### src/rtl/as_rr_arbiter_pkg.sv
`default_nettype none
// ============================================================================
// Package   : as_arb_pkg
// Purpose   : Shared widths, output-register state encoding and the
//             round-robin pick function used by the add/sub arbiter.
// Revision  : 1.0 - initial release
// ============================================================================
package as_arb_pkg;

  localparam int AS_IN_W  = 30;  // operand width of the add/sub unit
  localparam int AS_OUT_W = 31;  // result width (one guard bit, never overflows)
  localparam int MAX_REQ  = 16;  // largest supported requester count
  localparam int PICK_W   = 4;   // index width able to address MAX_REQ

  // Output register state
  localparam logic [0:0] EMPTY = 1'b0;
  localparam logic [0:0] FULL  = 1'b1;

  // Returns the first set bit of valid, searching ptr+1, ptr+2, ... modulo n.
  // Requires ptr < n. ptr + i never exceeds 31, so a 5-bit index suffices and
  // a single conditional subtract performs the wrap.
  function automatic logic [PICK_W-1:0] rr_pick(
    input logic [MAX_REQ-1:0] valid,
    input logic [PICK_W-1:0]  ptr,
    input logic [PICK_W:0]    n
  );
    logic [PICK_W-1:0] pick;
    logic              found;
    logic [PICK_W:0]   idx;
    pick  = '0;
    found = 1'b0;
    for (int i = 1; i <= MAX_REQ; i++) begin
      idx = {1'b0, ptr} + (PICK_W+1)'(i);
      if (idx >= n) idx = idx - n;
      if (!found && ((PICK_W+1)'(i) <= n) && valid[idx[PICK_W-1:0]]) begin
        pick  = idx[PICK_W-1:0];
        found = 1'b1;
      end
    end
    return pick;
  endfunction

endpackage
`default_nettype wire

### src/rtl/as_rr_arbiter_as.sv
`default_nettype none
// ============================================================================
// Module    : as_rr_arbiter_as
// Purpose   : 30-bit two's complement add/sub unit. Operands are sign
//             extended to 31 bits so the result can never overflow.
// Ports     : a_i   [29:0] operand A
//             b_i   [29:0] operand B
//             sub_i        1 = A-B, 0 = A+B
//             out_o [30:0] sext(A) +/- sext(B)
// Revision  : 1.0 - initial release
// ============================================================================
module as_rr_arbiter_as
  import as_arb_pkg::*;
(
  input  logic [AS_IN_W-1:0]  a_i,
  input  logic [AS_IN_W-1:0]  b_i,
  input  logic                sub_i,
  output logic [AS_OUT_W-1:0] out_o
);

  logic [AS_OUT_W-1:0] w_a_ext;
  logic [AS_OUT_W-1:0] w_b_ext;

  assign w_a_ext = {a_i[AS_IN_W-1], a_i};
  assign w_b_ext = {b_i[AS_IN_W-1], b_i};
  assign out_o   = sub_i ? (w_a_ext - w_b_ext) : (w_a_ext + w_b_ext);

endmodule
`default_nettype wire

### src/rtl/as_rr_arbiter.sv
`default_nettype none
// ============================================================================
// Module    : as_rr_arbiter
// Purpose   : Shares one 30-bit add/sub unit among NREQ requesters with
//             round-robin arbitration. One operation per cycle is accepted
//             into a single-entry result register returned on a valid/ready
//             port tagged with the requester id.
// Ports     : clk, rst                 clock, async active-high reset
//             req_valid_i/req_ready_o  per-requester handshake (ready one-hot)
//             req_a_i/req_b_i          packed operands, requester i at [30*i +: 30]
//             req_sub_i                per-requester subtract select
//             res_valid_o/res_ready_i  result handshake
//             res_data_o               31-bit result
//             res_id_o                 id of the producing requester
// Revision  : 1.0 - initial release
// ============================================================================
module as_rr_arbiter
  import as_arb_pkg::*;
#(
  parameter int NREQ = 4,
  parameter int ID_W = $clog2(NREQ)
) (
  input  logic                    clk,
  input  logic                    rst,
  input  logic [NREQ-1:0]         req_valid_i,
  output logic [NREQ-1:0]         req_ready_o,
  input  logic [NREQ*AS_IN_W-1:0] req_a_i,
  input  logic [NREQ*AS_IN_W-1:0] req_b_i,
  input  logic [NREQ-1:0]         req_sub_i,
  output logic                    res_valid_o,
  input  logic                    res_ready_i,
  output logic [AS_OUT_W-1:0]     res_data_o,
  output logic [ID_W-1:0]         res_id_o
);

  logic [0:0]          state_q, state_d;
  logic [ID_W-1:0]     rr_ptr_q, rr_ptr_d;
  logic [AS_OUT_W-1:0] res_data_q, res_data_d;
  logic [ID_W-1:0]     res_id_q, res_id_d;

  logic                w_drain;
  logic                w_slot_free;
  logic                w_accept;
  logic [ID_W-1:0]     w_grant;
  logic [AS_IN_W-1:0]  w_a;
  logic [AS_IN_W-1:0]  w_b;
  logic                w_sub;
  logic [AS_OUT_W-1:0] w_as_out;

  assign res_valid_o = (state_q == FULL);
  assign res_data_o  = res_data_q;
  assign res_id_o    = res_id_q;

  assign w_drain     = res_valid_o & res_ready_i;
  assign w_slot_free = ~res_valid_o | w_drain;
  // Held off while rst is asserted so no requester sees ready during reset.
  assign w_accept    = w_slot_free & (|req_valid_i) & ~rst;

  assign w_grant = ID_W'(rr_pick(MAX_REQ'(req_valid_i), PICK_W'(rr_ptr_q),
                                 (PICK_W+1)'(NREQ)));

  for (genvar gi = 0; gi < NREQ; gi++) begin : g_ready
    assign req_ready_o[gi] = w_accept && (w_grant == ID_W'(gi));
  end

  // Operand mux in front of the shared unit
  always_comb begin
    w_a   = '0;
    w_b   = '0;
    w_sub = 1'b0;
    for (int i = 0; i < NREQ; i++) begin
      if (w_grant == ID_W'(i)) begin
        w_a   = req_a_i[i*AS_IN_W +: AS_IN_W];
        w_b   = req_b_i[i*AS_IN_W +: AS_IN_W];
        w_sub = req_sub_i[i];
      end
    end
  end

  as_rr_arbiter_as u_as (
    .a_i   (w_a),
    .b_i   (w_b),
    .sub_i (w_sub),
    .out_o (w_as_out)
  );

  always_comb begin
    state_d    = state_q;
    rr_ptr_d   = rr_ptr_q;
    res_data_d = res_data_q;
    res_id_d   = res_id_q;
    case (state_q)
      EMPTY:   if (w_accept) state_d = FULL;
      FULL:    if (w_drain && !w_accept) state_d = EMPTY;
      default: state_d = EMPTY;
    endcase
    // Result register and pointer only move on accept; a drain alone leaves
    // the last result visible on res_data/res_id.
    if (w_accept) begin
      rr_ptr_d   = w_grant;
      res_data_d = w_as_out;
      res_id_d   = w_grant;
    end
  end

  always_ff @(posedge clk or posedge rst) begin
    if (rst) begin
      state_q    <= EMPTY;
      rr_ptr_q   <= ID_W'(NREQ - 1);
      res_data_q <= '0;
      res_id_q   <= '0;
    end else begin
      state_q    <= state_d;
      rr_ptr_q   <= rr_ptr_d;
      res_data_q <= res_data_d;
      res_id_q   <= res_id_d;
    end
  end

endmodule
`default_nettype wire

### config.mk
export PLATFORM = sky130hd
export DESIGN_NAME = as_rr_arbiter
export DESIGN_NICKNAME = d
export VERILOG_FILES = /design/src/rtl/as_rr_arbiter_pkg.sv /design/src/rtl/as_rr_arbiter_as.sv /design/src/rtl/as_rr_arbiter.sv
export SDC_FILE = /design/constraint.sdc
export NUM_CORES = 1
export LEC_CHECK = 0
export CAP_MARGIN = 20
export CORE_ASPECT_RATIO = 0.9
export CORE_UTILIZATION = 43
export CTS_CLUSTER_SIZE = 8
export DETAILED_ROUTE_END_ITERATION = 10
export MAX_ROUTING_LAYER = met4
export PLACE_DENSITY = 0.82
export SLEW_MARGIN = 15
export SYNTH_ARGS = -nofsm -noshare
export SYNTH_HDL_FRONTEND = slang
export SYNTH_HIERARCHICAL = 1
export SYNTH_SLANG_ARGS = --single-unit
### constraint.sdc
create_clock -name clk -period 7.6 [get_ports clk]
set_input_delay 1.52 -clock clk [delete_from_list [all_inputs] [get_ports clk]]
set_output_delay 1.52 -clock clk [all_outputs]
set_load 0.01 [all_outputs]
==> results of run 1 <==
[how the worst min path moves through the flow]
| stage | end | slack (ps) | cells after the start |
|---|---|---|---|
| final | res_id_o[1] | 490 | 1 |
| after global routing | res_id_o[1] | 510 | 1 |
| after CTS | res_id_o[1] | 490 | 1 |
| after detailed placement | res_id_o[1] | 480 | 1 |
| after global placement | res_id_o[1] | 480 | 1 |
| after floorplan | res_id_o[1] | 530 | 1 |
[metrics by stage]
step	utilization [%]	cell area [um2]	setup WS [ps]	std cells
2_1_floorplan	-	6130	647	664
3_3_place_gp	66.3	9250	87.1	1148
3_5_place_dp	66.3	9250	-205	1148
4_1_cts	67.4	9410	72.7	1156
5_1_grt	68.5	9550	-11.4	1167
6_report	68.5	9550	287	1167
[metal layers]
layer / vias up / track usage, % / wire length, um
met1: 2900 / 37.7 / 9440
li1: 3078 / - / -
met2: 251 / 48.0 / 10200
met3: 16 / 3.49 / 1420
met4: 0 / 5.65 / 326
met5: - / - / 0
[layout by cell type (no fill, tap or decap), drive strengths merged, types with 3 or more instances in the layout]
cell type and instances:
nand3b 6, o21ai 26, clkbuf 6, and3 3
o2111ai 4, and2 4, nor3 12, nand2 26
o21a 7, a21o 5, inv 25, nor2 35
a211oi 3, clkdlybuf4s50 286, mux2 35, nand3 8
buf 45, nand4 5, nor3b 3, ha 36
nor4 6, or3 8, mux2i 189, nand2b 5
a31oi 3, xor2 10, o211ai 6, dfrtp 34
o21bai 3, nor2b 9, a21oi 37, xnor2 43
[kinds of logic after synthesis]
logic type | count (synthesis)
mux | 225
simple gates | 144
compound gates | 111
buf+inv | 58
xor+xnor | 53
fa+ha+maj | 37
flops | 36
[flip-flops by register name, indices dropped and copies added, names as in the netlist]
name	flops
res_data_o	31
res_id_o	2
rr_ptr_q	2
res_valid_o	1
[final cells by class]
cell class / count / area, um2
sequential: 36 / 903
clock buffer: 6 / 129
antenna: 2 / 5.00
timing repair buffer: 333 / 3250
clock inverter: 2 / 35.0
fill: 1149 / 4400
tap: 193 / 241
multi-input combinational: 570 / 4900
inverter: 25 / 93.8
[cells in the mapped netlist, types with 11 or more instances]
master    count  area share [%]
a21oi_1      36             2.9
ha_1         36             7.3
inv_1        24             1.5
o21ai_0      23             1.9
mux2i_1     189              31
dfrtp_1      34              14
nor2_1       35             2.1
nand2_1      26             1.6
clkbuf_1     11            0.67
xnor2_1      42             6.0
nor3_1       11            0.90
mux2_2       35             6.4
[timing repair]
action,CTS,global route
buffers inserted,0,9
resized for setup,0,16
endpoints found under the setup margin,0,2
==> run metrics, run 1 <==
clock insertion delay at the later pin of the skew report 280 ps; CP Data Required Time 7770 ps; Max-cap violations 0; Hold WS 489 ps; FF-to-FF End res_data_o[27]; area delta synth->final 55.8%; die area 0.0147 mm2; Die Wd 128 um; worst-path cell chain clkdlybuf4s50_1 -> mux4_2 -> a221o_1 -> a41oi_4 -> buf_12 -> buf_4 -> buf_4 -> buf_4 -> mux2i_1 -> mux2i_1 -> nor3_1 -> o21a_1 -> xnor2_1 -> ha_1 -> nand2_1 -> o21ai_2 -> buf_4 -> nor2_1 -> a211oi_2 -> o21ai_2 -> a21oi_2 -> mux2i_1 -> or4_1 -> mux2_2; Setup crit start req_valid_i[3]; number of iterations in the first detailed-routing pass 6; vias in the first global route 6008; XOR/XNOR share of the synthesized area 7.69%; Via density about 5.4; largest delay contributor family on the critical path compound AO/OA/AOI/OAI gates; core area ~0.014 mm2; endpoints failing hold 0; CTS tree done; Synth Instances ~660; residual antenna-violating net count after detailed routing 0; endpoint class of the critical path register; Starting DRT DRC Count 374; sequential element share of the synthesized area roughly 15%; placer congestion estimate 0.961; Critical Path Source Type input pin; grt ovf 0; HP Class reg2reg; FF-to-FF Start rr_ptr_q[0]; Syn Area/Cell 9.24 um2; CTS Buffer Depth 2; run status finished, final reports clean; Reg clk slew, reported paths 70 ps; Slew Viols, Final 0; number of clock sinks 36; reg-to-reg setup timing slack 820 ps; port bufs roughly 290; Synth Area in Compound Gates 11.7%; # rows slightly above 40; Worst Path Buf+Inv 6; total negative slack 0 ps; Vias 6245; initial antenna violation count 2; largest net degree at the start of global routing 38; DR WL/cell 18.4 um; Synth cell types 74; Critical Path Max Stage Delay 510 ps; Clock Skews between 10 and 15 ps; fmax about 0.14 GHz; first-pass GRT wire length 32000 um; I/O pins just under 300; simple-gate portion of the synthesized area 13.4%; dominant synthesized flop cell dfrtp_1; Tcrit/Tclk final 96.2%; die height 115 um; FFs w/ async S/R, synth 100%; worst r2r path cells 25; slowest CP cell mux2i_1; setup violators final 0; layout cell share with drive strength beyond 1 12.7%; fin crit period 7310 ps; Hold Startpoint res_id_o[1]; Post-Route WL 21400 um; mux contribution to synthesized area 37.6%; Tightest Pin Transition 980 ps; mapped cell area 0.00613 mm2; CP endpoint res_data_o[27]; detailed placement HPWL around 18000 um; hold_buf cts 0; Worst EP arrival 7480 ps; H-Tree Depth 2; slew margin rel. around 34%; CP Class in2reg; Seq cells post-synth 36; Mapped Nets around 950; yosys warns 6; Total Routing Usage GR between 20% and 30%; worst-path fanout max 24; Inserted Clock Buffers 5; stages on the worst setup path 24; Starting Density roughly 44%; Post-synth EDFFs 0; DRC violations left 0; Synth Area in Adders under 10%; fin nets roughly 1300; cell repeated most along the worst path buf_4; largest family of logic cells by synthesized area multiplexers; clock root buffer clkbuf_16
Power of run 1 is not shown: default switching activity piles up to over one toggle a cycle in this logic, so the estimate is an artifact.
==> inputs of run 2 (changes only) <==
Settings changed: SETUP_SLACK_MARGIN set to 0.1.
==> run 2 against run 1 <==
Net effect: setup slack worse by 3.8 ps; via count is 2.0% higher; flip-flop and latch count unchanged.
==> run metrics, run 2 (synthesized netlist as in run 1, its figures left out) <==
hold_buf cts 0; fin nets 1270; CP Data Required Time 7770 ps; run status finished, final reports clean; area of the multi-input gates ~0.0050 mm2; endpoints failing hold 0; detailed placement HPWL approximately 18000 um; number of iterations in the first detailed-routing pass 5; Tcrit/Tclk final 96.3%; # rows 41; Post-Route WL 22000 um; Clock Skews 11.0 ps; max FFs per register 31; Die Wd approximately 130 um; port bufs 288; Vias roughly 6400; initial antenna violation count 2; Critical Path Source Type input pin; slew margin rel. 34.0%; Worst EP arrival 7490 ps; setup violators final 0; Setup crit start req_valid_i[3]; pre-CTS setup slack -205 ps; Total Routing Usage GR 28.9%; endpoint class of the critical path register; DR WL/cell 18.7 um; fmax approximately 0.14 GHz; DRC violations left 0; worst r2r path cells 26; CTS Buffer Depth 2; largest net degree at the start of global routing 38; FF-to-FF End res_data_o[27]; Starting Density 43.9%; residual antenna-violating net count after detailed routing 0; CP Class in2reg; most frequent cells in the layout clkdlybuf4s50_1, mux2i_1, buf_4, xnor2_1; CTS tree done; clock insertion delay at the later pin of the skew report 280 ps; fillcell total 1115; H-Tree Depth 2; die height between 100 and 150 um; placed inst area 0.00925 mm2; reg-to-reg setup timing slack 800 ps; area delta synth->final 58.9%; Inserted Clock Buffers 5; number of clock sinks 36; I/O pins between 200 and 300; design area 0.00974 mm2; clock root buffer clkbuf_16; layout cell share with drive strength beyond 1 14.6%; grt ovf 0; unrepaired setup endpoints after global routing no; HP Class reg2reg; core area 0.0140 mm2; post-layout util between 60% and 70%; commonest non-fill, non-tap cell in the layout clkdlybuf4s50_1; Max-cap violations 0; first-pass GRT wire length roughly 32000 um; fin crit period around 7300 ps; Tightest Pin Transition 978 ps; FF-to-FF Start rr_ptr_q[0]; Via density 5.41; vias in the first global route 6022; Starting DRT DRC Count 323; sequential cell area 903 um2; placer congestion estimate 0.961; Reg clk slew, reported paths 60 ps; die area 0.0147 mm2; worst-path fanout max 10; CP endpoint res_data_o[27]; worst setup margin 283 ps; Slew Viols, Final 0
==> run 2: cell types whose count changed in the layout (fill, tap and decap cells not counted), moves of 2 or more <==
cell	change
buf_6	+3
mux2i_1	-3
buf_4	+6
mux2i_2	+3
ha_1	-2
==> run 2: through the flow <==
step	hold WS, ps	cells	TNS [ps]
2_1_floorplan	531	664	0
3_3_place_gp	476	1148	0
3_5_place_dp	480	1148	-328
4_1_cts	493	1156	0
5_1_grt	506	1178	0
6_report	489	1178	0
==> run 2: worst min path at each step <==
stage | depth (start not counted) | start | to
floorplan | 1 | res_id_o[1] | res_id_o[1]
global placement | 1 | res_id_o[1] | res_id_o[1]
detailed placement | 1 | res_id_o[1] | res_id_o[1]
CTS | 1 | res_id_o[1] | res_id_o[1]
global route | 1 | res_id_o[1] | res_id_o[1]
finish | 1 | res_id_o[1] | res_id_o[1]
==> run 2: metal layers <==
metal	global-route usage (%)	vias up	share of wire, %
li1	-	3092	-
met1	37.7	2988	44
met2	48.2	265	48
met3	3.49	26	6.3
met4	5.65	0	2.0
met5	-	-	0
==> run 2: critical path, cell delays in order <==
cell	delay, ps
clkdlybuf4s50_1	420
mux4_2	470
a221o_1	370
a41oi_4	260
buf_6	160
buf_12	130
buf_4	110
buf_4	180
mux2i_1	310
mux2i_1	190
or4_4	600
nor3_1	150
o21a_1	170
xnor2_1	90
ha_1	450
nand2_2	130
o21ai_4	210
buf_4	150
nor2_1	60
a211oi_2	180
o21ai_2	110
a21oi_2	200
mux2i_1	100
or4_1	500
mux2_2	270
==> run 2: repair_timing <==
action                     in CTS  in global routing
setup buffers                   0                 19
gates cloned                    0                  1
setup endpoints to repair       1                  5
gates resized for setup         1                 31
pin swaps                       0                 15
==> run 2: cell type report <==
type | instances | area share (%)
Multi-Input combinational cell | 570 | 50.9
Timing Repair Buffer | 344 | 34.6
Sequential cell | 36 | 9.27
Tap cell | 193 | 2.48
Clock buffer | 6 | 1.32
Inverter | 25 | 0.963
Clock inverter | 2 | 0.360
Antenna cell | 2 | 0.0514
Power of run 2 is left out for the same reason.
==> inputs of run 3 (changes only) <==
Settings changed: PLACE_DENSITY 0.82 to not set, PLACE_DENSITY_LB_ADDON set to 0.25.
==> run 3 against run 2 <==
Net effect: flip-flop and latch count did not move; core utilization decreased by 1.2 points; register-to-register slack better by 110 ps; highest routed layer unchanged.
==> run metrics, run 3 (synthesized netlist as in run 1, its figures left out) <==
die area 0.0147 mm2; Total Routing Usage GR between 20% and 30%; run status finished, final reports clean; setup violators final 0; largest net degree at the start of global routing 39; diodes inserted 0; H-Tree Depth 2; Post-Route WL 21300 um; initial antenna violation count 0; worst r2r path cells 25; max FFs per register 31; Die Wd 128 um; fin nets 1266; port bufs 288; vias in the first global route 6072; DR WL/cell between 15 and 20 um; residual antenna-violating net count after detailed routing 0; area delta synth->final 56.1%; HP Class reg2reg; CP Data Required Time 7770 ps; Critical Path Source Type input pin; met1 usage 37.5%; Inserted Clock Buffers 5; Starting Density 43.9%; reg-to-reg setup timing slack about 910 ps; die height ~120 um; detailed placement HPWL between 15000 and 20000 um; met3 Usage GRT under 10%; hold path cells 1; Hold WS 492 ps; endpoints failing hold 0; I/O pins 289; fin crit period 7300 ps; FF-to-FF End res_data_o[27]; worst-path fanout max 7; CP Class in2reg; Hold Startpoint res_id_o[1]; number of iterations in the first detailed-routing pass 4; CTS tree done; grt met2 use 47.1%; Vias 6312; hold_buf cts 0; Worst EP arrival 7470 ps; Clock Skews 5.46 ps; worst-path cell chain clkdlybuf4s50_1 -> mux4_2 -> a221o_1 -> a41oi_4 -> buf_12 -> clkbuf_16 -> mux2i_1 -> mux2i_1 -> or3_1 -> or3_4 -> nor3_4 -> nor3b_4 -> a21oi_1 -> xnor2_1 -> ha_1 -> a21oi_2 -> o21ai_2 -> nor3_2 -> nand2_1 -> o21ai_2 -> a21oi_2 -> mux2i_1 -> or4_1 -> mux2_2; Starting DRT DRC Count 285; slew margin rel. 45.2%; Top Usage Layer GRT met2; # rows 41; grt ovf 0; hold endpoint res_id_o[1]; number of clock sinks 36; CTS Buffer Depth 2; Max-cap violations 0; slowest CP cell or4_1; core area approximately 0.014 mm2; Via density 5.39; Tcrit/Tclk final approximately 96%; design area between 0.009 and 0.01 mm2; clock insertion delay at the later pin of the skew report 280 ps; placer congestion estimate 0.954; clock root buffer clkbuf_16; Critical Path Max Stage Delay about 520 ps; placed inst area a little over 0.009 mm2; Tightest Pin Transition 811 ps; first-pass GRT wire length between 30000 and 40000 um; cell repeated most along the worst path mux2i_1; fmax 0.137 GHz; Slew Viols, Final 0; Reg clk slew, reported paths around 60 ps; most frequent cells in the layout clkdlybuf4s50_1, mux2i_1, buf_4, xnor2_1, ha_1; FF-to-FF Start rr_ptr_q[0]; endpoint class of the critical path register; commonest non-fill, non-tap cell in the layout clkdlybuf4s50_1; DRC violations left 0; layout cell share with drive strength beyond 1 12.6%
-- run 3: layer usage --
metal / routed length (um) / part of all wire (%)
met1: 9690 / 46
met5: 0 / 0
met2: 9760 / 46
met4: 372 / 1.7
met3: 1440 / 6.8
-- run 3: worst max-delay path by stage --
stage              startpoint              to  slack, ps  cells past startpoint
2_1_floorplan  req_valid_i[0]  res_data_o[27]        650                     23
3_5_place_dp   req_valid_i[2]  res_data_o[27]       -200                     23
5_1_grt        req_valid_i[0]  res_data_o[27]        -10                     26
4_1_cts        req_valid_i[2]  res_data_o[27]        170                     23
6_report       req_valid_i[0]  res_data_o[27]        300                     24
3_3_place_gp   req_valid_i[2]  res_data_o[27]         50                     23
-- run 3: what timing repair did --
action | in CTS | in global routing
setup buffers | 0 | 5
gates cloned | 0 | 2
gates resized for setup | 1 | 6
pin swaps | 0 | 7
endpoints found under the setup margin | 1 | 3
-- run 3: final cells by class --
type	instances	area [um2]
clock inverter	2	12.5
inverter	25	93.8
multi-input combinational	570	4860
sequential	36	903
timing repair buffer	340	3340
clock buffer	6	129
tap	193	241
fill	1155	4380
-- run 3: critical path, delay by kind of cell --
kind,cells,cell delay [ps]
buf+inv,3,760
simple gates,7,2130
compound gates,7,1290
mux,5,1240
xor+xnor,1,140
fa+ha+maj,1,390
-- run 3: metrics by stage --
step           TNS [ps]  setup WS (ps)  instances  util [%]
2_1_floorplan         0            647        664         -
3_3_place_gp          0           45.5       1157      66.7
3_5_place_dp       -232           -198       1157      66.7
4_1_cts               0            173       1165      67.7
5_1_grt           -11.1          -11.1       1172      68.6
6_report              0            296       1172      68.6
Power of run 3 is left out for the same reason.
